===== src/rtl/serial_frame_pkg.sv =====
// Shared constants and FSM state type for the serial frame transmitter.
package serial_frame_pkg;

  localparam int DATA_W    = 12;
  localparam int FRAME_LEN = 16;
  localparam int LEAD      = 2;
  localparam int STATE_W   = 4;

  typedef enum logic {
    IDLE  = 1'b0,
    FRAME = 1'b1
  } tx_state_t;

endpackage


===== src/rtl/serial_frame_tx_piso_shift.sv =====
// Parallel-in/serial-out register: loads a word, then shifts left MSB-first, filling with 0.
module piso_shift #(
  parameter int W = 12
) (
  input  logic         clk_in,
  input  logic         rst_n,
  input  logic         load,
  input  logic [W-1:0] load_data,
  input  logic         shift_en,
  output logic         msb
);

  logic [W-1:0] shreg_q;
  logic [W-1:0] shreg_d;

  // Next shift-register contents; a load wins over a shift.
  always_comb begin
    shreg_d = shreg_q;
    if (load) begin
      shreg_d = load_data;
    end else if (shift_en) begin
      shreg_d = {shreg_q[W-2:0], 1'b0};
    end
  end

  // Shift-register storage, cleared on reset so no stale word survives an abort.
  always_ff @(posedge clk_in or negedge rst_n) begin
    if (!rst_n) begin
      shreg_q <= '0;
    end else begin
      shreg_q <= shreg_d;
    end
  end

  assign msb = shreg_q[W-1];

endmodule


===== src/rtl/serial_frame_tx.sv =====
// Transmit side of the 16-state serial frame link: valid/ready word intake,
// frame state counter and MSB-first serial data over the data window.
module serial_frame_tx
  import serial_frame_pkg::*;
#(
  parameter int DATA_W    = serial_frame_pkg::DATA_W,
  parameter int FRAME_LEN = serial_frame_pkg::FRAME_LEN,
  parameter int LEAD      = serial_frame_pkg::LEAD
) (
  input  logic               clk_in,
  input  logic               rst_n,
  input  logic [DATA_W-1:0]  tx_data,
  input  logic               tx_valid,
  output logic               tx_ready,
  output logic [STATE_W-1:0] state,
  output logic               sdata,
  output logic               bit_en,
  output logic               frame_sync,
  output logic               frame_done,
  output logic               busy
);

  localparam logic [STATE_W-1:0] CNT_LAST  = STATE_W'(FRAME_LEN - 1);
  localparam logic [STATE_W-1:0] WIN_FIRST = STATE_W'(LEAD);
  localparam logic [STATE_W-1:0] WIN_LAST  = STATE_W'(LEAD + DATA_W - 1);

  if (LEAD + DATA_W > FRAME_LEN) begin : g_bad_window
    $error("serial_frame_tx: data window LEAD+DATA_W exceeds FRAME_LEN");
  end
  if (FRAME_LEN > (1 << STATE_W)) begin : g_bad_len
    $error("serial_frame_tx: FRAME_LEN does not fit the state counter");
  end

  tx_state_t          fsm_q, fsm_d;
  logic [STATE_W-1:0] cnt_q, cnt_d;
  logic               alive_q, alive_d;
  logic               at_last;
  logic               xfer;
  logic               msb;

  // alive_q keeps tx_ready low while in reset and through the release edge.
  assign at_last  = (fsm_q == FRAME) && (cnt_q == CNT_LAST);
  assign tx_ready = alive_q && ((fsm_q == IDLE) || at_last);
  assign xfer     = tx_valid && tx_ready;

  // Next-state and counter logic; the last frame state can chain straight into a new frame.
  always_comb begin
    fsm_d   = fsm_q;
    cnt_d   = cnt_q;
    alive_d = 1'b1;
    case (fsm_q)
      IDLE: begin
        cnt_d = '0;
        if (xfer) begin
          fsm_d = FRAME;
        end
      end
      FRAME: begin
        if (at_last) begin
          cnt_d = '0;
          fsm_d = xfer ? FRAME : IDLE;
        end else begin
          cnt_d = cnt_q + STATE_W'(1);
        end
      end
      default: begin
        fsm_d = IDLE;
        cnt_d = '0;
      end
    endcase
  end

  // State register; an asynchronous reset aborts any frame in flight.
  always_ff @(posedge clk_in or negedge rst_n) begin
    if (!rst_n) begin
      fsm_q   <= IDLE;
      cnt_q   <= '0;
      alive_q <= 1'b0;
    end else begin
      fsm_q   <= fsm_d;
      cnt_q   <= cnt_d;
      alive_q <= alive_d;
    end
  end

  assign busy       = (fsm_q == FRAME);
  assign state      = cnt_q;
  assign frame_sync = busy && (cnt_q == '0);
  assign frame_done = at_last;
  assign bit_en     = busy && (cnt_q >= WIN_FIRST) && (cnt_q <= WIN_LAST);
  assign sdata      = bit_en && msb;

  piso_shift #(
    .W(DATA_W)
  ) u_piso (
    .clk_in    (clk_in),
    .rst_n     (rst_n),
    .load      (xfer),
    .load_data (tx_data),
    .shift_en  (bit_en),
    .msb       (msb)
  );

endmodule


===== config.mk =====
export PLATFORM = sky130hd
export DESIGN_NAME = serial_frame_tx
export DESIGN_NICKNAME = d
export VERILOG_FILES = /design/src/rtl/serial_frame_pkg.sv /design/src/rtl/serial_frame_tx_piso_shift.sv /design/src/rtl/serial_frame_tx.sv
export SDC_FILE = /design/constraint.sdc
export NUM_CORES = 1
export LEC_CHECK = 0
export ABC_AREA = 1
export CORE_MARGIN = 4
export CORE_UTILIZATION = 33
export CTS_BUF_LIST = sky130_fd_sc_hd__clkbuf_2
export DETAILED_ROUTE_END_ITERATION = 12
export SLEW_MARGIN = 5
export SYNTH_ARGS = -nofsm -noshare
export SYNTH_HDL_FRONTEND = slang
export SYNTH_SLANG_ARGS = --single-unit

===== constraint.sdc =====
create_clock -name clk_in -period 1.88 [get_ports clk_in]
set_input_delay 0.376 -clock clk_in [delete_from_list [all_inputs] [get_ports clk_in]]
set_output_delay 0.376 -clock clk_in [all_outputs]
set_load 0.01 [all_outputs]

==> results of run 1 <==
where the power goes:
group | internal (uW) | switching (uW) | total (uW)
logic | 726 | 738 | 1460
registers | 534 | 136 | 669
clock network | 46.3 | 118 | 165
total | 1310 | 992 | 2300
area by class of cell:
cell class	instances	area, sq um
Tap cell	44	55.1
Inverter	11	41.3
Sequential cell	18	454
Clock buffer	3	15.0
Clock inverter	1	3.75
Fill cell	309	1520
Multi-Input combinational cell	84	548
Timing Repair Buffer	45	392
worst min-delay path by stage:
stage                       from            endpoint  slack (ps)  cells past startpoint
5_1_grt                    rst_n  u_piso.shreg_q[11]         380                      2
3_3_place_gp   u_piso.shreg_q[0]   u_piso.shreg_q[0]         460                      2
4_1_cts                    rst_n  u_piso.shreg_q[11]         350                      2
6_report                   rst_n  u_piso.shreg_q[11]         380                      2
3_5_place_dp   u_piso.shreg_q[4]   u_piso.shreg_q[4]         480                      2
2_1_floorplan              rst_n             alive_q          80                      0
registers in the layout (all words and copies together) (netlist names):
name            count
busy                1
alive_q             1
u_piso.shreg_q     12
state               4
through the flow:
stage | total power (uW) | setup slack (ps)
detailed placement | 1810 | -66.3
global placement | 1760 | -15.5
global route | 2510 | -121
floorplan | 1340 | 244
finish | 2300 | 5.91
CTS | 2050 | -129
layout by cell type, fill, tap and decap left out, drive strengths merged:
cell	instances
a21oi	1
conb	1
dfrtp	18
buf	25
clkbuf	4
ha	5
clkinv	1
nor2	12
dlymetal6s2s	2
xor2	1
nand3	45
clkdlybuf4s50	17
inv	11
nand4	2
nand2	15
o21ai	1
and2	1
critical path, cell delays in order (launching register included):
cell	delay, ps
dfrtp_1	460
buf_6	140
ha_4	150
nor2_1	100
nand2_1	90
nand3_2	90
nor2_1	40
buf_2	130
metal layers:
metal  share of wire [%]  global-route usage [%]
met5                   0                       0
met4                 1.7                    7.28
met3                 3.3                    2.46
met2                  54                    23.1
met1                  41                    17.0
repair_timing:
| action | 4_1_cts | 5_1_grt |
|---|---|---|
| pin swaps | 5 | 7 |
| endpoints found under the setup margin | 6 | 9 |
| buffers inserted | 5 | 5 |
| gates resized for setup | 17 | 26 |
| gates cloned | 0 | 0 |
logic make-up after synthesis:
family	count (synthesis)	share of synthesized area, %
simple gates	75	37.9
flops	18	43.4
buf+inv	17	10.5
fa+ha+maj	5	6.03
compound gates	2	0.964
xor+xnor	1	0.845
other cells	1	0.362
==> results.py, run 1 <==
metrics = {
    "status": {
        "status": "completed",
    },
    "critical_path": {
        "reg2reg_to": "u_piso.shreg_q[0]",
        "crit_type": "reg -> out",
        "ff2ff_path_depth": 10,
        "r2r_start": "state[0]",
        "crit_fanout": 4,
        "crit_end": "sdata",
        "critPathLaunchType": "flop",
        "cp.arrival_ps": 1500,
        "end_kind": "output pin",
        "cp_data_required_time_ps": 1500,
        "r2r_slack_ps": 260,
        "critPathLaunch": "state[0]",
    },
    "timing": {
        "slew_violations": 0,
        "finalCritPeriodShare_pct": 99.7,
        "fmax_ghz": 0.534,
        "finalSetupTns_ps": 0,
        "hold_viol": 0,
        "holdWs_ps": 376,
        "rsz0062_at_grt": "true",
        "period_needed_ps": 1870,
        "finalSetupViolations": 0,
        "fin_skew_ps": 5.31,
    },
    "power_and_ir_drop": {
        "power_density_nw_per_um2": 1520,
        "ir_drop_v": 0.000428,
        "p_leak_uw": 0.000736,
    },
    "placement": {
        "gp_congestion": 0.727,
        "dp_hpwl_microns": 1820,
        "placed_cells": 192,
        "dpl_cell_area_sq_um": 1350,
        "portBuffers": 24,
    },
    "final_layout": {
        "final_area_sq_um": 1510,
        "n_antenna_cell": 0,
        "final_cells": 206,
        "drive_gt1_share_pct": 30.9,
        "post-route-util_pct": 49.8,
        "nets": 183,
        "syn2layout_area_growth_pct": 45.5,
    },
    "cts": {
        "cts_tree": "built",
        "clk_path_buf_depth": 2,
        "htreeDepth": 1,
        "clockRootBuffer": "clkbuf_2",
        "worstSkewPairLatency_ps": 290,
        "clock_sinks": 18,
        "path_clk_slew_ps": 170,
        "numCtsBuffers": 3,
        "cts_hold_buf": 0,
    },
    "route": {
        "firstDrtPassIters": 4,
        "post-route-drc-count": 0,
        "num_vias": 986,
        "drt_iter0_drc": 85,
        "post_drt_wl_per_cell_microns": 13.2,
        "wl_microns": 2710,
        "avgViaCountPerCell": 4.79,
        "antenna_left": 0,
    },
    "synthesis": {
        "yosysSeqAreaShare_pct": 43.4,
        "synth.most_common_cell": "nand3_1",
        "synth_ff_type": "dfrtp_1",
        "async_flop_share_pct": 100,
        "syn_avg_cell_area_sq_um": 8.72,
        "synth_edf_count": 0,
        "syn-num-nets": 139,
        "syn_inst": 119,
        "synth_top_cell_by_area": "dfrtp_1",
        "netlist_top_cells_area": "dfrtp_1 43%, nand3_1 20%, ha_1 6.0%, nand2_1 4.7%, inv_1 4.0%",
        "synth_common_cells": "42 x nand3_1, 18 x dfrtp_1, 13 x nand2_1, 11 x inv_1, 10 x nor2_1",
        "ys_types": 21,
        "ys_seq_elements": 18,
        "synth_warnings": 0,
        "yosysTopAreaCellShare_pct": 43.4,
        "synth_area_sq_um": 1040,
    },
    "floorplan": {
        "ios": 25,
        "start_util_pct": 34.3,
        "dieArea_sq_um": 4100,
        "core-area_sq_um": 3030,
        "die_h_microns": 64.1,
        "die_w_microns": 64.1,
        "rows": 20,
    },
    "global_routing": {
        "grt-ovfl-total": 0,
        "grt_max_degree": 24,
        "grt_use_total_pct": 13.9,
        "antenna_found_initial": 0,
        "grt_pass1_vias": 997,
        "grt_pass1_wl_microns": 4510,
    },
    "min_path": {
        "hp-class": "in -> async",
    },
    "flow_run": {
        "drv_cap": 0,
    },
}
(Power assumes the default switching activity.)
==> run 2, diff against run 1 <==
- CAP_MARGIN: not set -> 5
- HOLD_SLACK_MARGIN: not set -> 0.15
==> results of run 2 <==
No change in the layout: final DEF, timing and power equal those of run 1.
